`src/rtl/fibo_pkg.sv`:
```
// fibo_pkg: shared state encodings, ALU opcodes, register indices and control word for the Fibonacci controller.
package fibo_pkg;
    typedef enum logic [3:0] {
        IDLE     = 4'd0,
        LOAD_CNT = 4'd1,
        INIT0    = 4'd2,
        INIT1    = 4'd3,
        CHECK    = 4'd4,
        COPY     = 4'd5,
        ADD      = 4'd6,
        MOVE     = 4'd7,
        DEC      = 4'd8,
        DONE     = 4'd9
    } state_t;
    localparam logic [2:0] OP_NONE  = 3'b000;
    localparam logic [2:0] OP_ONE   = 3'b001;
    localparam logic [2:0] OP_DEC   = 3'b011;
    localparam logic [2:0] OP_ADD   = 3'b110;
    localparam logic [2:0] OP_PASSB = 3'b111;
    localparam logic [1:0] R0 = 2'd0;
    localparam logic [1:0] R1 = 2'd1;
    localparam logic [1:0] R2 = 2'd2;
    localparam logic [1:0] R3 = 2'd3;
    typedef struct packed {
        logic [1:0] wrt_addr;
        logic       wrt_en;
        logic       load_data;
        logic [1:0] rd_addr1;
        logic [1:0] rd_addr2;
        logic [2:0] alu_opcode;
    } ctrl_t;
endpackage

```
`src/rtl/fibo_ctrl_out_dec.sv`:
```
// fibo_ctrl_out_dec: maps the controller state to the datapath control word and status flags.
module fibo_ctrl_out_dec
    import fibo_pkg::*;
(
    input  logic [3:0] state,
    output ctrl_t      ctrl,
    output logic       busy,
    output logic       done
);
    // Unlisted encodings fall through to the idle word so illegal states look like reset.
    always_comb begin
        ctrl = '{R0, 1'b0, 1'b0, R0, R0, OP_PASSB};
        case (state)
            LOAD_CNT: ctrl = '{R3, 1'b1, 1'b1, R0, R0, OP_NONE};
            INIT0:    ctrl = '{R0, 1'b1, 1'b0, R0, R0, OP_ONE};
            INIT1:    ctrl = '{R1, 1'b1, 1'b0, R0, R0, OP_ONE};
            CHECK:    ctrl = '{R0, 1'b0, 1'b0, R3, R3, OP_PASSB};
            COPY:     ctrl = '{R2, 1'b1, 1'b0, R0, R0, OP_PASSB};
            ADD:      ctrl = '{R0, 1'b1, 1'b0, R0, R1, OP_ADD};
            MOVE:     ctrl = '{R1, 1'b1, 1'b0, R1, R2, OP_PASSB};
            DEC:      ctrl = '{R3, 1'b1, 1'b0, R3, R0, OP_DEC};
            default:  ;
        endcase
    end
    assign busy = state inside {LOAD_CNT, INIT0, INIT1, CHECK, COPY, ADD, MOVE, DEC};
    assign done = state == DONE;
endmodule

```
`src/rtl/fibo_controller.sv`:
```
// fibo_controller: Moore FSM sequencing a register-file datapath through a Fibonacci run.
// Optional FIBO_CTRL_ITER_CNT_EN adds a 4-bit loop iteration counter output.
module fibo_controller
    import fibo_pkg::*;
#(
    parameter int STATE_W = 4
) (
    input  logic       Clk,
    input  logic       Rst,
    input  logic       start,
    input  logic       zero_flag,
    output logic [1:0] wrt_addr,
    output logic       wrt_en,
    output logic       load_data,
    output logic [1:0] rd_addr1,
    output logic [1:0] rd_addr2,
    output logic [2:0] alu_opcode,
    output logic       busy,
`ifdef FIBO_CTRL_ITER_CNT_EN
    output logic [3:0] iter_cnt,
`endif
    output logic       done
);
    logic [STATE_W-1:0] state_q, state_d;
    logic [3:0]         cur;
    state_t             nxt;
    ctrl_t              ctrl;
    // Any set bit above the enum width is illegal; 4'hF is outside the enum too.
    assign cur = ((state_q >> 4) != '0) ? 4'hF : state_q[3:0];
    always_comb begin
        nxt = IDLE;
        case (cur)
            IDLE:     nxt = start ? LOAD_CNT : IDLE;
            LOAD_CNT: nxt = INIT0;
            INIT0:    nxt = INIT1;
            INIT1:    nxt = CHECK;
            CHECK:    nxt = zero_flag ? DONE : COPY;
            COPY:     nxt = ADD;
            ADD:      nxt = MOVE;
            MOVE:     nxt = DEC;
            DEC:      nxt = zero_flag ? DONE : COPY;
            DONE:     nxt = start ? LOAD_CNT : DONE;
            default:  nxt = IDLE;
        endcase
    end
    assign state_d = STATE_W'(nxt);
    always_ff @(posedge Clk) begin
        if (Rst) state_q <= STATE_W'(IDLE);
        else     state_q <= state_d;
    end
    fibo_ctrl_out_dec u_dec (
        .state(cur),
        .ctrl (ctrl),
        .busy (busy),
        .done (done)
    );
    assign {wrt_addr, wrt_en, load_data, rd_addr1, rd_addr2, alu_opcode} = ctrl;
`ifdef FIBO_CTRL_ITER_CNT_EN
    logic [3:0] iter_q, iter_d;
    assign iter_d = (cur == LOAD_CNT) ? 4'd0 : (cur == DEC) ? iter_q + 4'd1 : iter_q;
    always_ff @(posedge Clk) begin
        if (Rst) iter_q <= 4'd0;
        else     iter_q <= iter_d;
    end
    assign iter_cnt = iter_q;
`endif
endmodule

```
`config.mk`:
```
export PLATFORM = sky130hd
export DESIGN_NAME = fibo_controller
export DESIGN_NICKNAME = d
export VERILOG_FILES = /design/src/rtl/fibo_pkg.sv /design/src/rtl/fibo_ctrl_out_dec.sv /design/src/rtl/fibo_controller.sv
export SDC_FILE = /design/constraint.sdc
export NUM_CORES = 1
export LEC_CHECK = 0
export CAP_MARGIN = 5
export CORE_AREA = 3 3 40 42
export CTS_CLUSTER_DIAMETER = 50
export DETAILED_ROUTE_END_ITERATION = 6
export DIE_AREA = 0 0 43 45
export PLACE_DENSITY_LB_ADDON = 0.08
export SLEW_MARGIN = 20
export SYNTH_ARGS = -nofsm -noshare
export SYNTH_HDL_FRONTEND = slang
export SYNTH_SLANG_ARGS = --single-unit
```
`constraint.sdc`:
```
create_clock -name Clk -period 1.5 [get_ports Clk]
set_input_delay 0.3 -clock Clk [delete_from_list [all_inputs] [get_ports Clk]]
set_output_delay 0.3 -clock Clk [all_outputs]
set_load 0.05 [all_outputs]
```
### After elaboration in Yosys (flattened, before gate mapping)

Cells that the tools add are included.

| word-level totals | value |
|---|---|
| output and inout bits | 13 |
| logic and storage cells | 18 |
| flip-flop bits (word level) | 4 |

| cells by class | value |
|---|---|
| equality and inequality tests | 9 |
| multiplexer cells | 5 |
| reductions and logical operators | 3 |

Operators by type and width:

| operator | count |
|---|---|
| $pmux 11 s8 | 1 |
| $pmux 4 s9 | 1 |
| $eq 4x3->1 const B | 4 |
| $eq 4x2->1 const B | 2 |
| $eq 4x4->1 const B | 2 |
| $mux 4 | 2 |
| $reduce_bool 8->1 | 1 |
| $eq 4x1->1 const B | 1 |
| $logic_not 4->1 | 1 |
| $reduce_or 2->1 | 1 |
| $mux 1 | 1 |

### Longest topological paths before layout

Gate-level depths: netlist (run 1).

| logic depth | value |
|---|---|
| word-level depth | 3 |
| gate-level depth with buffers | 5 |
| depth with buffers taken out | 3 |

### Cells and area by module

A second synthesis (run 1) with hierarchy kept.

| unflattened totals | value |
|---|---|
| cell total of the unflattened synthesis | 60 |
| area, all modules | 432.9 um^2 |

By module, submodules not included:

| module | cells an instance | times used | area each (um^2) |
|---|---|---|---|
| fibo_controller | 28 | 1 | 231.5 |
| fibo_ctrl_out_dec | 32 | 1 | 201.4 |

### Least setup slack after synthesis (run 1)

No wires, ideal clock.

| timing path | value |
|---|---|
| path type | reg-to-output |
| start | register state_q[1] (netlist: cur[1]) |
| end | output rd_addr2[1] |
| path slack | -0.632 ns |
| stages on the path, launching flop included | 4 |
| path buffers | 1 |
| data arrival time | 1.832 ns |
| path through | dfxtp_1 > buf_2 > xor2_1 > nor3b_1 |

| between the ends | value |
|---|---|
| word-level cells in the longest chain between the ends | 2 |

Ends and longest elaborated chain:

| element | line | source |
|---|---|---|
| from (decl) | fibo_controller.sv:24 | `logic [STATE_W-1:0] state_q, state_d;` |
| from (signal assigned) | fibo_controller.sv:48 | `if (Rst) state_q <= STATE_W'(IDLE);` |
| from (signal assigned) | fibo_controller.sv:49 | `else state_q <= state_d;` |
| $eq 4x4->1, or another cell as far along | fibo_ctrl_out_dec.sv:13 | `case (state)` |
| $pmux 11 s8 (*) | fibo_ctrl_out_dec.sv:13 |  |
| to (decl) | fibo_controller.sv:16 | `output logic [1:0] rd_addr2,` |

Mark *: on every way between the ends. The rest lies on a longest branch, timed or not.

### Worst setup path after layout (run 1)

| timing path | value |
|---|---|
| start | register state_q[3] (netlist: cur[3]) |
| end | output load_data |

| between the ends | value |
|---|---|
| word-level cells in the longest chain between the ends | 2 |

Ends and longest elaborated chain:

| element | line | source |
|---|---|---|
| $eq 4x4->1, or another cell as far along | fibo_ctrl_out_dec.sv:13 |  |
| $pmux 11 s8 (*) | fibo_ctrl_out_dec.sv:13 |  |
| to (decl) | fibo_controller.sv:14 | `output logic load_data,` |

Marked as above.

==> results by group, run 1 <==
Die
  – I/O pin count: 17
  – Die Width: 43 µm
  – Die Footprint: 0.00194 mm²
  – Initial core utilization: 31.7%
  – Std cell rows: 13
  – Chip height: 45 µm
  – Core area: 0.00128 mm²

Layout
  – ANT cells: 0
  – Area growth from synthesis to layout: 133%
  – Fin nets: 92
  – Area of the multi-input gates: 379 µm²
  – Layout cell share with drive strength beyond 1: 66.3%
  – Post-layout util: 73.8%
  – Max FFs per register: 4
  – Register Area: 86.3 µm²
  – # fillers: 104

Setup path
  – Crit-path max FO: 6
  – Startpoint type of the worst setup path: flip-flop
  – Worst path arrival time: 1.36 ns
  – CP top delay family: buffers and inverters
  – Crit path buffers/inverters: 3
  – CP max stage delay: 0.36 ns
  – Cell mode on critical path: buf_4
  – Worst setup EP type: output pin
  – Worst Setup Path Type: flip-flop to output pin
  – Critical Path, Cell by Cell: buf_4 > nand2b_4 > buf_4 > nor3_4 > buf_12
  – Slowest cell on the critical path: dfxtp_2
  – CP required: 1.20 ns

Detailed routing
  – Via density: 5.10
  – Initial DRC count: 13
  – DRT antenna net count: 0
  – Wire length on met1: 553 µm
  – Detail Route met3 WL: 70 µm
  – Detailed Route WL: 1330 µm
  – Drt pass-1 iters: 4
  – DR WL met2: 679 µm
  – Final routed DRC violation total: 0
  – Top Metal Used: met4
  – Total via count in the routed design: 515
  – Wire per inst: 13.1 µm

Clocking
  – CTS tree: yes
  – Clock latency on the worst-skew pair: 0.24 ns
  – Clk root buf: clkbuf_4
  – TritonCTS Buffers: 3
  – H-tree depth: 1
  – CTS Buffer Depth: 2
  – Clock Sink Count: 4
  – Clock transition at path regs: 0.04 ns

Pwr
  – NetSw: 0.364 mW
  – Clock share of power: 16.0%
  – Worst VDD drop: 838 µV
  – Sequential power share: 15.3%
  – Power Dens Cells: 898 mW/mm²
  – Power Internal: 0.487 mW
  – Leakage: 0.402 nW
  – Sw Share: 42.8%
  – Comb pwr share: 68.7%

Outcome
  – Violated checks: negative setup slack
  – Status: finished with violations

Yosys
  – Synth warnings: 0
  – Top cells by area, synth: dfxtp_1, xnor2_1, nand2b_1, nor3b_1, nor3_1
  – Yosys reg bits: 4
  – Synth top area share: 19.6%
  – Syn Area/Cell: 7.84 µm²
  – Syn Nets: 56
  – Sequential area share after synthesis: 19.6%
  – Cell Area, Synth: 408 µm²
  – Area leader, netlist: dfxtp_1
  – Synth cell types: 26
  – Post-synthesis cell count: 52

Timing
  – # setup viols final: 12
  – Max Clk Rate: 0.602 GHz
  – Slew HR: 81.3%
  – Period utilization: 111%
  – Fin crit period: 1.66 ns
  – Final hold violations: 0
  – RSZ-0062 raised after global routing: true
  – Worst-Margin Slew: 0.280 ns
  – Fin. max-slew vios: 0
  – Clock skew: 0.00107 ns
  – Final worst slack: -0.162 ns

Placement
  – Port Buffers: 16
  – Dpl ws: -0.0118 ns
  – Hpwl dp: 1030 µm
  – Routability Congestion: 0.776

Run
  – Max Cap Viol: 0

Global routing
  – Pin count of the biggest net entering global routing: 8
  – First-pass GRT wire length: 2280 µm
  – Vias in the first global route: 532
  – Total track usage: 15.8%
  – GR Overflow Total: 0
  – Initial antenna violation count: 0

Hold path
  – Hold crit path type: flip-flop to flip-flop
## cell families after synthesis
| family | synth area share, % |
|---|---|
| AND/OR/NAND/NOR | 43.6 |
| flip-flops | 19.6 |
| buffers and inverters | 9.20 |
| XOR/XNOR | 10.7 |
| AO/OA/AOI/OAI | 16.9 |
## power by group through the flow
stage	combinational, mW	sequential [mW]	clock [mW]
3_5_place_dp	0.554	0.130	0
2_1_floorplan	0.308	0.126	0
5_1_grt	0.613	0.131	0.146
4_1_cts	0.587	0.130	0.141
3_3_place_gp	0.551	0.130	0
6_report	0.585	0.130	0.136
## synthesized netlist by cell type, drive strengths merged
cell and count:
a21o 2, o311ai 1, buf 5, nand2b 5, and2 1, a21oi 2
o21ai 4, inv 1, nor3 4, or3 4, dfxtp 4, nor2b 1
xor2 2, xnor2 3, or4b 1, o21a 1, nor4b 1, nand3 3
nor2 3, nor3b 3, and3b 1
## timing repair
item | 4_1_cts | 5_1_grt
endpoints found under the setup margin | 13 | 13
buffers inserted | 1 | 0
hold buffers | 0 | 0
cloned | 0 | 0
resized for setup | 15 | 2
pin swaps | 4 | 1
## metal layers
layer  vias to the layer above  track usage (%)
li1                        254                -
met1                       240             18.4
met2                        17             28.1
met3                         4             2.79
met4                         0             7.23
met5                         -                0
## stage by stage
| step | power [mW] | hold slack, ns | instance area (µm²) | instances | setup TNS (ns) |
|---|---|---|---|---|---|
| after floorplan | 0.434 | 0.376 | 470 | 52 | -0.776 |
| after global placement | 0.681 | 0.627 | 858 | 97 | -0.00909 |
| after detailed placement | 0.685 | 0.638 | 858 | 97 | -0.0232 |
| after CTS | 0.857 | 0.572 | 938 | 101 | -1.56 |
| after global routing | 0.891 | 0.617 | 948 | 101 | -1.99 |
| final | 0.852 | 0.573 | 948 | 101 | -1.42 |
## cells in the final DEF (no fill, tap or decap), drive strengths merged, types with 2 or more instances in the layout
| cell | synthesis | layout |
|---|---|---|
| buf | 5 | 33 |
| a21oi | 2 | 2 |
| nor2 | 3 | 3 |
| clkdlybuf4s50 | 0 | 3 |
| o21ai | 4 | 4 |
| clkbuf | 0 | 3 |
| nor3 | 4 | 4 |
| nand2b | 5 | 5 |
| xor2 | 2 | 2 |
| xnor2 | 3 | 3 |
| nand3 | 3 | 3 |
| a21o | 2 | 2 |
| or3 | 4 | 4 |
| nor3b | 3 | 3 |
| dfxtp | 4 | 4 |
## worst paths after layout
path                     start           endpoint  slack [ns]  cells after the start
max reg2reg  cur[1]$_SDFF_PP0_  cur[2]$_SDFF_PP0_        0.13                      4
min reg2reg  cur[2]$_SDFF_PP0_  cur[2]$_SDFF_PP0_        0.57                      2
max          cur[3]$_SDFF_PP0_          load_data       -0.16                      5
min          cur[2]$_SDFF_PP0_  cur[2]$_SDFF_PP0_        0.57                      2
## worst min-delay path: stages (launching register included)
cell and delay [ns]:
dfxtp_4 0.37, nand3_1 0.09, o311ai_2 0.08
## layout make-up
type	instances	area share, %
Multi-Input combinational cell	42	40.0
Inverter	1	0.396
Timing Repair Buffer	36	46.2
Sequential cell	4	9.10
Tap cell	15	1.98
Clock buffer	3	2.37
Power figures use the tool's default switching activity.
==> inputs of run 2 (changes only) <==
CTS_BUF_LIST = sky130_fd_sc_hd__clkbuf_8   (was not set)
SETUP_SLACK_MARGIN = 0.15   (was not set)
==> run 2 against run 1 <==
The run still ends with negative setup slack left. Combinational power grew 10%. Sequential cell count did not move. First-iteration DRC count fell by 69%. Core utilization increased by 13 points. Critical path type unchanged. Largest cell class unchanged. Highest routed layer unchanged.
==> results by group, run 2 (synthesized netlist as in run 1, its figures left out) <==
Global routing
  – Total track usage: 16.6% (was 15.8%)
  – Initial antenna violation count: 0 (unchanged)
  – Pin count of the biggest net entering global routing: 9 (was 8)
  – GR Overflow Total: 0 (unchanged)
  – First-pass GRT wire length: 2350 µm (was 2280 µm)
  – Vias in the first global route: 553 (was 532)

Outcome
  – Status: finished with violations (unchanged)
  – Violated checks: negative setup slack (unchanged)

Die
  – Initial core utilization: 31.7% (unchanged)
  – Std cell rows: 13 (unchanged)
  – Core area: 0.00128 mm² (unchanged)
  – Chip height: 45 µm (unchanged)
  – I/O pin count: 17 (unchanged)
  – Die Footprint: 0.00194 mm² (unchanged)
  – Die Width: 43 µm (unchanged)

Pwr
  – Sequential power share: 14.0% (was 15.3%)
  – Clock share of power: 23.1% (was 16.0%)
  – NetSw: 0.411 mW (was 0.364 mW)
  – Power Internal: 0.614 mW (was 0.487 mW)
  – Leakage: 0.467 nW (was 0.402 nW)
  – Power Dens Cells: 923 mW/mm² (was 898 mW/mm²)
  – Worst VDD drop: 642 µV (was 838 µV)
  – Sw Share: 40.1% (was 42.8%)
  – Comb pwr share: 63.0% (was 68.7%)

Timing
  – Period utilization: 110% (was 111%)
  – Max Clk Rate: 0.605 GHz (was 0.602 GHz)
  – # setup viols final: 14 (was 12)
  – RSZ-0062 raised after global routing: true (unchanged)
  – Fin crit period: 1.65 ns (was 1.66 ns)
  – Clock skew: 0.000236 ns (was 0.00107 ns)
  – Final hold violations: 0 (unchanged)
  – Final worst slack: -0.154 ns (was -0.162 ns)
  – Fin. max-slew vios: 0 (unchanged)
  – Slew HR: 84.1% (was 81.3%)
  – Minimum hold slack: 0.673 ns (was 0.573 ns)
  – Worst-Margin Slew: 0.235 ns (was 0.280 ns)

Layout
  – Max FFs per register: 4 (unchanged)
  – ANT cells: 0 (unchanged)
  – Most common cell after layout, fill and taps aside: buf_4 (unchanged)
  – Layout cell share with drive strength beyond 1: 74.7% (was 66.3%)
  – Fin nets: 97 (was 92)
  – Most frequent cells in the layout: buf_4, buf_6, buf_12 (was buf_4, buf_12, buf_6)
  – Area growth from synthesis to layout: 172% (was 133%)

Detailed routing
  – DRT antenna net count: 0 (unchanged)
  – Detailed Route WL: 1490 µm (was 1330 µm)
  – Final routed DRC violation total: 0 (unchanged)
  – Via density: 5.15 (was 5.10)
  – Wire per inst: 14.0 µm (was 13.1 µm)
  – Drt pass-1 iters: 4 (unchanged)
  – Total via count in the routed design: 546 (was 515)
  – Initial DRC count: 4 (was 13)

Clocking
  – Clk root buf: clkbuf_8 (was clkbuf_4)
  – TritonCTS Buffers: 3 (unchanged)
  – H-tree depth: 1 (unchanged)
  – Clock Sink Count: 4 (unchanged)
  – CTS Buffer Depth: 2 (unchanged)
  – Clock transition at path regs: 0.03 ns (was 0.04 ns)
  – Clock latency on the worst-skew pair: 0.22 ns (was 0.24 ns)
  – CTS tree: yes (unchanged)
  – Hold-fix buffers at CTS: 0 (unchanged)

Setup path
  – R2r startpoint: cur[2]$_SDFF_PP0_ (was cur[1]$_SDFF_PP0_)
  – CP required: 1.20 ns (about the same)
  – Startpoint type of the worst setup path: flip-flop (unchanged)
  – Worst Reg-to-Reg Cells: 6 (was 4)
  – R2R Setup Slk: -0.07 ns (was 0.13 ns)
  – Worst setup EP type: output pin (unchanged)
  – Worst Setup Path Type: flip-flop to output pin (unchanged)
  – Worst path arrival time: 1.35 ns (was 1.36 ns)
  – RR Endpoint: cur[2]$_SDFF_PP0_ (unchanged)
  – Crit-path max FO: 8 (was 6)

Run
  – Max Cap Viol: 0 (unchanged)

Placement
  – Dpl ws: -0.00893 ns (was -0.0118 ns)
  – Hpwl dp: 860 µm (was 1030 µm)
  – Routability Congestion: 0.726 (was 0.776)
  – Port Buffers: 16 (unchanged)

Hold path
  – Hold depth: 3 (was 2)
  – Hold crit path type: flip-flop to flip-flop (unchanged)
  – Worst Min Path Start: cur[2]$_SDFF_PP0_ (unchanged)
  – Worst Hold End: cur[0]$_SDFF_PP0_ (was cur[2]$_SDFF_PP0_)
[run 2: changes by cell type in the layout (fill, tap and decap cells not counted), moves of 3 or more]
cell      before  now
dfxtp_4        1    4
buf_6          4   11
clkbuf_4       3    0
clkbuf_8       0    3
[run 2: per-stage QoR]
step,setup TNS (ns),instances,area [µm²],utilization [%],total power [mW]
5_1_grt,-1.59,106,1110,86.5,1.06
6_report,-1.16,106,1110,86.5,1.03
2_1_floorplan,0,52,547,-,0.483
3_5_place_dp,-0.00893,90,848,66.0,0.687
3_3_place_gp,-0.0163,90,848,66.0,0.683
4_1_cts,-1.07,103,1040,81.2,1.00
[run 2: power groups by stage]
stage	Sequential [mW]	Clock, mW	Combinational (mW)
after floorplan	0.131	0	0.351
after global placement	0.147	0	0.536
after CTS	0.140	0.236	0.624
after global routing	0.145	0.244	0.671
final	0.143	0.236	0.645
after detailed placement	0.148	0	0.539
[run 2: layout make-up]
type,instances,area (µm²)
Timing Repair Buffer,41,497
Multi-Input combinational cell,42,453
Fill cell,72,174
Sequential cell,4,95.1
Clock buffer,3,41.3
Tap cell,15,18.8
Inverter,1,6.26
[run 2: metal layers]
layer	wire, µm	GRT usage [%]
met4	27	7.23
met5	0	0
met3	97	5.18
met1	576	17.8
met2	785	29.9
[run 2: worst max path at each step]
| stage | from | end |
|---|---|---|
| 6_report | cur[1]$_SDFF_PP0_ | alu_opcode[0] |
| 5_1_grt | cur[2]$_SDFF_PP0_ | wrt_addr[0] |
| 4_1_cts | cur[2]$_SDFF_PP0_ | wrt_en |
| 3_5_place_dp | cur[2]$_SDFF_PP0_ | busy |
| 3_3_place_gp | cur[2]$_SDFF_PP0_ | busy |
| 2_1_floorplan | cur[0]$_SDFF_PP0_ | done |
[run 2: repair_timing]
item                       4_1_cts  5_1_grt
setup endpoints to repair       14       14
resized for setup               20        9
pin swaps                        7        6
setup buffers                   10        3
[run 2: worst max-delay path, stage by stage, from the launching register on]
cell and delay (ns):
dfxtp_4 0.38, or3_4 0.40, a21o_4 0.21, buf_6 0.14
==> inputs of run 3 (changes only) <==
TNS_END_PERCENT = 30   (was not set)
==> run 3 against run 2 <==
The flow still finishes with violations (negative setup slack). Clock power is 5% lower. Core utilization is 9.6 points lower. Die area stayed put. Clock skew is 0.00061 ns higher. Worst setup slack worse by 0.00062 ns. Critical path type unchanged.
==> results by group, run 3 (synthesized netlist as in run 1, its figures left out) <==
Clocking
  – TritonCTS Buffers: 3 (unchanged)
  – Clk root buf: clkbuf_8 (unchanged)
  – Clock transition at path regs: 0.03 ns (about the same)
  – CTS tree: yes (unchanged)
  – H-tree depth: 1 (unchanged)
  – Clock latency on the worst-skew pair: 0.21 ns (was 0.22 ns)
  – Clock Sink Count: 4 (unchanged)
  – CTS Buffer Depth: 2 (unchanged)

Global routing
  – Initial antenna violation count: 0 (unchanged)
  – GR Overflow Total: 0 (unchanged)
  – First-pass GRT wire length: 1990 µm (was 2350 µm)
  – Pin count of the biggest net entering global routing: 11 (was 9)
  – Total track usage: 13.3% (was 16.6%)
  – Vias in the first global route: 450 (was 553)

Timing
  – Slew HR: 84.6% (was 84.1%)
  – Final hold violations: 0 (unchanged)
  – # setup viols final: 9 (was 14)
  – RSZ-0062 raised after global routing: true (unchanged)
  – Clock skew: 0.000848 ns (was 0.000236 ns)
  – Worst-Margin Slew: 0.227 ns (was 0.235 ns)
  – Fin crit period: 1.65 ns (about the same)
  – Final worst slack: -0.154 ns (about the same)
  – Fin. max-slew vios: 0 (unchanged)
  – Minimum hold slack: 0.625 ns (was 0.673 ns)
  – Period utilization: 110% (about the same)
  – Max Clk Rate: 0.604 GHz (was 0.605 GHz)

Setup path
  – Worst Setup Path Type: flip-flop to output pin (unchanged)
  – RR Endpoint: cur[2]$_SDFF_PP0_ (unchanged)
  – R2r startpoint: cur[2]$_SDFF_PP0_ (unchanged)
  – R2R Setup Slk: 0.16 ns (was -0.07 ns)
  – Worst path arrival time: 1.35 ns (about the same)
  – CP required: 1.20 ns (about the same)
  – Worst setup EP type: output pin (unchanged)
  – Startpoint type of the worst setup path: flip-flop (unchanged)
  – CP endpoint: wrt_en (was alu_opcode[0])
  – Critical Path Source: cur[2]$_SDFF_PP0_ (was cur[1]$_SDFF_PP0_)
  – Worst Reg-to-Reg Cells: 4 (was 6)
  – Crit-path max FO: 6 (was 8)

Die
  – Chip height: 45 µm (unchanged)
  – Die Footprint: 0.00194 mm² (unchanged)
  – I/O pin count: 17 (unchanged)
  – Core area: 0.00128 mm² (unchanged)
  – Std cell rows: 13 (unchanged)
  – Initial core utilization: 31.7% (unchanged)
  – Die Width: 43 µm (unchanged)

Placement
  – Port Buffers: 16 (unchanged)
  – Routability Congestion: 0.719 (was 0.726)
  – Hpwl dp: 896 µm (was 860 µm)
  – Area post-placement: 806 µm² (was 848 µm²)

Detailed routing
  – DRT antenna net count: 0 (unchanged)
  – Total via count in the routed design: 501 (was 546)
  – Final routed DRC violation total: 0 (unchanged)
  – Detailed Route WL: 1230 µm (was 1490 µm)
  – Drt pass-1 iters: 4 (unchanged)
  – Wire per inst: 12.4 µm (was 14.0 µm)
  – Initial DRC count: 10 (was 4)
  – Via density: 5.06 (was 5.15)

Layout
  – Fin nets: 90 (was 97)
  – Post-route design area: 987 µm² (was 0.00111 mm²)
  – Most common cell after layout, fill and taps aside: buf_4 (unchanged)
  – Max FFs per register: 4 (unchanged)
  – # fillers: 78 (was 72)
  – Most frequent cells in the layout: buf_4, buf_12, buf_6 (was buf_4, buf_6, buf_12)
  – Area growth from synthesis to layout: 142% (was 172%)
  – Layout cell share with drive strength beyond 1: 67.9% (was 74.7%)
  – ANT cells: 0 (unchanged)

Outcome
  – Status: finished with violations (unchanged)
  – Violated checks: negative setup slack (unchanged)

Pwr
  – Worst VDD drop: 613 µV (was 642 µV)
  – Sw Share: 40.2% (was 40.1%)
  – Clock share of power: 23.6% (was 23.1%)
  – Power Internal: 0.570 mW (was 0.614 mW)
  – Sequential power share: 14.5% (was 14.0%)
  – Power Dens Cells: 966 mW/mm² (was 923 mW/mm²)
  – NetSw: 0.383 mW (was 0.411 mW)
  – Leakage: 0.402 nW (was 0.467 nW)
  – Comb pwr share: 61.9% (was 63.0%)

Run
  – Max Cap Viol: 0 (unchanged)

Hold path
  – Worst Min Path Start: cur[0]$_SDFF_PP0_ (was cur[2]$_SDFF_PP0_)
  – Hold crit path type: flip-flop to flip-flop (unchanged)
-- run 3: layer usage --
layer | track usage (%) | up-vias | part of all wire [%]
li1 | - | 249 | -
met1 | 17.1 | 237 | 41
met2 | 22.8 | 15 | 53
met3 | 3.98 | 0 | 5.7
met4 | 1.81 | 0 | 0
met5 | 0 | - | 0
-- run 3: stage by stage --
step	instances	power (mW)	util, %	setup WS [ns]	TNS (ns)
2_1_floorplan	52	0.439	-	-0.0291	-0.116
3_3_place_gp	92	0.650	62.7	-0.0111	-0.0111
3_5_place_dp	92	0.656	62.7	-0.00191	-0.00191
4_1_cts	97	0.917	71.5	-0.157	-0.933
5_1_grt	99	1.00	76.8	-0.187	-1.22
6_report	99	0.953	76.8	-0.154	-0.833
-- run 3: area by class of cell --
cell class | instances | area [µm²] | share of cell area, %
Timing Repair Buffer | 34 | 415 | 42.1
Multi-Input combinational cell | 42 | 413 | 41.8
Sequential cell | 4 | 95.1 | 9.63
Clock buffer | 3 | 41.3 | 4.18
Tap cell | 15 | 18.8 | 1.90
Inverter | 1 | 3.75 | 0.380
-- run 3: worst min path at each step --
stage / slack [ns] / cells after the start / end
3_3_place_gp: 0.65 / 4 / cur[0]$_SDFF_PP0_
4_1_cts: 0.63 / 3 / cur[3]$_SDFF_PP0_
6_report: 0.62 / 3 / cur[3]$_SDFF_PP0_
2_1_floorplan: 0.38 / 1 / cur[1]$_SDFF_PP0_
5_1_grt: 0.68 / 3 / cur[3]$_SDFF_PP0_
3_5_place_dp: 0.68 / 4 / cur[0]$_SDFF_PP0_
-- run 3: power by group through the flow --
stage	Clock, mW	Combinational, mW	Sequential, mW
5_1_grt	0.241	0.620	0.140
2_1_floorplan	0	0.313	0.125
6_report	0.225	0.590	0.138
3_3_place_gp	0	0.516	0.134
4_1_cts	0.229	0.553	0.135
3_5_place_dp	0	0.521	0.135
-- run 3: worst max-delay path: stages (launching register included) --
cell and delay (ns):
dfxtp_4 0.36, nand2b_4 0.14, or3_4 0.40, o21ai_4 0.09, buf_12 0.15
-- run 3: timing repair --
action                                  CTS  global route
pin swaps                                 0             5
buffers inserted                          2             2
hold endpoints to repair                  0             0
endpoints found under the setup margin   14            14
hold buffers                              0             0
gates resized for setup                  18            10
==> variant 1 (flow settings as in run 1) <==
Put a register stage on the output `alu_opcode`, cleared by the reset. The value now appears one clock later. The other outputs are not delayed to match.
--- a/src/rtl/fibo_controller.sv
+++ b/src/rtl/fibo_controller.sv
@@ -21,6 +21,8 @@
 `endif
     output logic       done
 );
+
+    logic [2:0] alu_opcode_d;
     logic [STATE_W-1:0] state_q, state_d;
     logic [3:0]         cur;
     state_t             nxt;
@@ -54,7 +56,7 @@
         .busy (busy),
         .done (done)
     );
-    assign {wrt_addr, wrt_en, load_data, rd_addr1, rd_addr2, alu_opcode} = ctrl;
+    assign {wrt_addr, wrt_en, load_data, rd_addr1, rd_addr2, alu_opcode_d} = ctrl;
 `ifdef FIBO_CTRL_ITER_CNT_EN
     logic [3:0] iter_q, iter_d;
     assign iter_d = (cur == LOAD_CNT) ? 4'd0 : (cur == DEC) ? iter_q + 4'd1 : iter_q;
@@ -64,5 +66,13 @@
     end
     assign iter_cnt = iter_q;
 `endif
+    always_ff @(posedge Clk) begin
+        if (Rst) begin
+            alu_opcode <= '0;
+        end else begin
+            alu_opcode <= alu_opcode_d;
+        end
+    end
+
 endmodule
 
Check against the original RTL: not equivalent (a bounded check fails within 4 cycles, from zero or initial values and one cycle with Rst high).
==> variant 1 against run 1 <==
The run still ends with negative setup slack left; routed wire length increased by 3.1%; register-to-register slack worse by 0.07 ns; cell area rose by 7.1%; fmax is 4.6% higher; first-iteration DRC count decreased by 54%; worst setup slack gained 0.074 ns; sequential cell count up 3; total power is 15% higher; area after synthesis rose by 21%.
==> variant 1: results (changes against run 1) <==
- Leading post-synthesis cells by cell area: dfxtp_1 28%, buf_4 11%, nor3_1 6.1%, xnor2_1 5.3%, nor2_1 4.6%
- Drt first-iter violations: 6 (-7)
- First-pass GRT wire length: 2.235 mm (-2.1%)
- Met3 wire length: 69 um (-1.4%)
- Via count: 516 (+0.19%)
- Post-Route Setup TNS: -0.2980 ns (+1.126 ns)
- Largest net degree at the start of global routing: 10 (+2)
- GPL Wtd Cong: 0.8110 (+4.6%)
- Top cells by count, synth: 7 x buf_4, 7 x dfxtp_1, 6 x nor2_1, 6 x nor3_1, 4 x a21oi_1
- # fillers: 88 (-15%)
- Share of post-route cells with drive strength above 1: 59.55% (-6.7 points)
- Switching power: 385.9 uW (+5.9%)
- Peak supply drop: 0.0007105 V (-15%)
- Rel. slew slack: 79.74% (-1.6 points)
- Vias in the first global route: 484 (-9.0%)
- Top layer in use: met3
- Critical Path Fanout Max: 7 (+1)
- Failing checks: negative setup slack
- P_leak: 0.0004150 uW (+3.3%)
- Yosys cell types: 27 (+3.8%)
- Status: finished with violations
- CP max stage delay: 0.38 ns (+0.02 ns)
- Final #Nets: 94 (+2.2%)
- CP top delay family: flip-flops
- DRT Pass-1 Iters: 2 (-2)
- All-Layer GR Usage: 16.25% (+0.50 points)
- Routed wire length: 1.366 mm (+3.1%)
- Worst Skew: 0.007568 ns (+0.006496 ns)
- Met2 WL: 693 um (+2.1%)
- Final setup violation count: 8 (-4)
- Register area share after synthesis: 28.35% (+8.7 points)
- Slowest-stage cell, CP: dfxtp_4
- Met1 Wirelength: 603 um (+9.0%)
- Worst setup margin: -0.08802 ns (+0.07367 ns)
[variant 1: worst register-to-register path: stages (launching register included)]
cell and delay, ns:
dfxtp_4 0.38, buf_6 0.13, buf_6 0.12, buf_4 0.14, or3_1 0.36, a21oi_1 0.14, nor2_1 0.05
[variant 1: per-stage QoR]
| stage | utilization, % | std cells | cell area (um^2) | setup WS (ns) |
|---|---|---|---|---|
| after floorplan | - | 63 | 515.5 | -0.07165 |
| after global routing | 79.07 | 104 | 1016 | -0.1448 |
| after global placement | 65.04 | 95 | 835.8 | -0.00006428 |
| final | 79.07 | 104 | 1016 | -0.08802 |
| after detailed placement | 65.04 | 95 | 835.8 | -0.02928 |
| after CTS | 76.53 | 102 | 983.4 | -0.09334 |
[variant 1: kinds of logic after synthesis]
group	synth area share (%)
AND/OR/NAND/NOR	30.64
buffers and inverters	17.47
AO/OA/AOI/OAI	14.68
flip-flops	28.35
XOR/XNOR	8.862
[variant 1: final timing paths]
check	from	endpoint	slack [ns]	cells past startpoint
worst max register to register	cur[1]	cur[0]	0.06	6
worst min register to register	cur[3]	cur[3]	0.66	3
worst max-delay path	cur[1]	rd_addr1[0]	-0.09	4
worst min-delay path	cur[3]	cur[3]	0.66	3
[variant 1: cell type report]
class | count | area, um^2 | share of cell area, %
well taps | 15 | 18.77 | 1.847
flip-flops and latches | 7 | 155.1 | 15.27
clock buffers | 4 | 26.28 | 2.586
repair buffers | 33 | 429.2 | 42.24
multi-input cells | 43 | 379.1 | 37.32
inverters | 2 | 7.507 | 0.7389
[variant 1: power groups by stage]
stage          registers (uW)  logic [uW]  clock network, uW
6_report                  243         561                172
5_1_grt                   245         589                199
4_1_cts                   242         552                177
3_5_place_dp              238         500                  0
3_3_place_gp              238         497                  0
2_1_floorplan             260         243                  0
[variant 1: routing by layer]
layer / vias up / GRT usage [%]
li1: 263 / -
met1: 239 / 18.60
met4: 0 / 5.422
met2: 14 / 27.25
met3: 0 / 7.171
met5: - / 0
[variant 1: timing repair]
action | CTS | global route
endpoints found under the setup margin | 10 | 10
setup buffers | 3 | 2
gates resized for setup | 28 | 6
pin swaps | 5 | 3
hold endpoints to repair | 0 | 0
==> variant 2 (config.mk and constraints of run 1) <==
Without the edit above. Add an input register stage for `start` and `zero_flag`; this delays them by one clock.
--- a/src/rtl/fibo_controller.sv
+++ b/src/rtl/fibo_controller.sv
@@ -21,6 +21,15 @@
 `endif
     output logic       done
 );
+
+    logic start_q;
+    logic zero_flag_q;
+
+    always_ff @(posedge Clk) begin
+        start_q     <= start;
+        zero_flag_q <= zero_flag;
+    end
+
     logic [STATE_W-1:0] state_q, state_d;
     logic [3:0]         cur;
     state_t             nxt;
@@ -30,16 +39,16 @@
     always_comb begin
         nxt = IDLE;
         case (cur)
-            IDLE:     nxt = start ? LOAD_CNT : IDLE;
+            IDLE:     nxt = start_q ? LOAD_CNT : IDLE;
             LOAD_CNT: nxt = INIT0;
             INIT0:    nxt = INIT1;
             INIT1:    nxt = CHECK;
-            CHECK:    nxt = zero_flag ? DONE : COPY;
+            CHECK:    nxt = zero_flag_q ? DONE : COPY;
             COPY:     nxt = ADD;
             ADD:      nxt = MOVE;
             MOVE:     nxt = DEC;
-            DEC:      nxt = zero_flag ? DONE : COPY;
-            DONE:     nxt = start ? LOAD_CNT : DONE;
+            DEC:      nxt = zero_flag_q ? DONE : COPY;
+            DONE:     nxt = start_q ? LOAD_CNT : DONE;
             default:  nxt = IDLE;
         endcase
     end
Behaviour: not the same (Yosys sat finds a counterexample within 4 cycles, from zero or initial values and one cycle with Rst high).
==> variant 2 against run 1 <==
The flow still finishes with violations (negative setup slack); clock skew increased by 0.0026 ns; sequential cell count increased by 2; via count increased by 11%; first-iteration DRC count decreased by 7.7%; die area unchanged; critical path depth decreased by 1; sequential share of layout area increased by 3.2 points; area after synthesis increased by 9.8%; routed wire length increased by 30%; total power increased by 17%; cell area increased by 16%; fmax decreased by 2.2%; worst setup slack got worse by 0.037 ns; highest routed layer unchanged.
==> variant 2: results (changes against run 1) <==
- Status: finished with violations
- Failing checks: negative setup slack
- Hold path depth: 1 (-1)
- Sw Ratio: 41.55% (-1.2 points)
- P_leak: 0.0004587 uW (+14%)
- CP Data Arrival Time: 1.40 ns (+0.04 ns)
- Syn_nets: 58 (+3.6%)
- Final #Nets: 97 (+5.4%)
- Critical path origin: cur[2]
- All-Layer GR Usage: 14.93% (-0.82 points)
- Worst setup margin: -0.1990 ns (-0.03729 ns)
- Grt met2 use: 24.55% (-3.6 points)
- CP max stage delay: 0.41 ns (+0.05 ns)
- Critical Path Fanout Max: 5 (-1)
- Worst hold margin: 0.5023 ns (-0.07091 ns)
- Pre-CTS WS: 0.01075 ns (+0.02257 ns)
- Vias in the first global route: 523 (-1.7%)
- Via/cell ratio: 5.396 (+5.8%)
- Dpl cell area: 875.8 um^2 (+2.0%)
- First-pass GRT wire length: 2.228 mm (-2.4%)
- Final Util: 85.49% (+12 points)
- Met1 Wirelength: 716 um (+29%)
- Post-Route Setup TNS: -1.484 ns (-0.05984 ns)
- Leading post-synthesis cells by cell area: dfxtp_1 27%, xnor2_1 5.9%, nand2b_1 5.6%, nor3b_1 5.0%, nor3_1 4.5%
- Final setup violation count: 12 (unchanged)
- Via count: 572 (+11%)
- Worst Skew: 0.003676 ns (+0.002603 ns)
- Slowest-stage cell, CP: or3_4
- Hold_sp: start
- Hold Path Class: in2reg
- M1 GR Usage: 18.64% (+0.29 points)
- Share of post-route cells with drive strength above 1: 70.33% (+4.1 points)
- Met3 wire length: 95 um (+36%)
- M3 GR Usage: 3.586% (+0.80 points)
- # fillers: 68 (-35%)
- CP top delay family: simple AND/OR/NAND/NOR gates
- Placed insts: 96 (-1.0%)
[variant 2: changes by cell type after synthesis, sizes merged]
cell   change
dfxtp      +2
[variant 2: cells by family (layout without fill, tap and decap cells)]
group           count (synthesis)  in the layout  share of synthesized area [%]
simple gates                   27             27                          39.66
compound gates                 10             10                          15.36
flops                           6              6                          26.82
buf+inv                         6             43                          8.379
xor+xnor                        5              5                          9.778
[variant 2: what timing repair did]
action	CTS	global route
setup endpoints to repair	13	12
cloned	0	1
pin swaps	7	5
gates resized for setup	23	10
buffers inserted	2	4
[variant 2: area by class of cell]
| class | instances | area share, % |
|---|---|---|
| repair buffers | 39 | 45.22 |
| flip-flops and latches | 6 | 12.30 |
| inverters | 1 | 0.3417 |
| clock buffers | 3 | 2.050 |
| well taps | 15 | 1.708 |
| multi-input cells | 42 | 38.38 |
[variant 2: power by group through the flow]
stage	Combinational, uW	Sequential (uW)	Clock [uW]
final	648	196	153
after global routing	672	199	164
after CTS	596	195	156
after detailed placement	544	194	0
after global placement	543	194	0
after floorplan	311	184	0
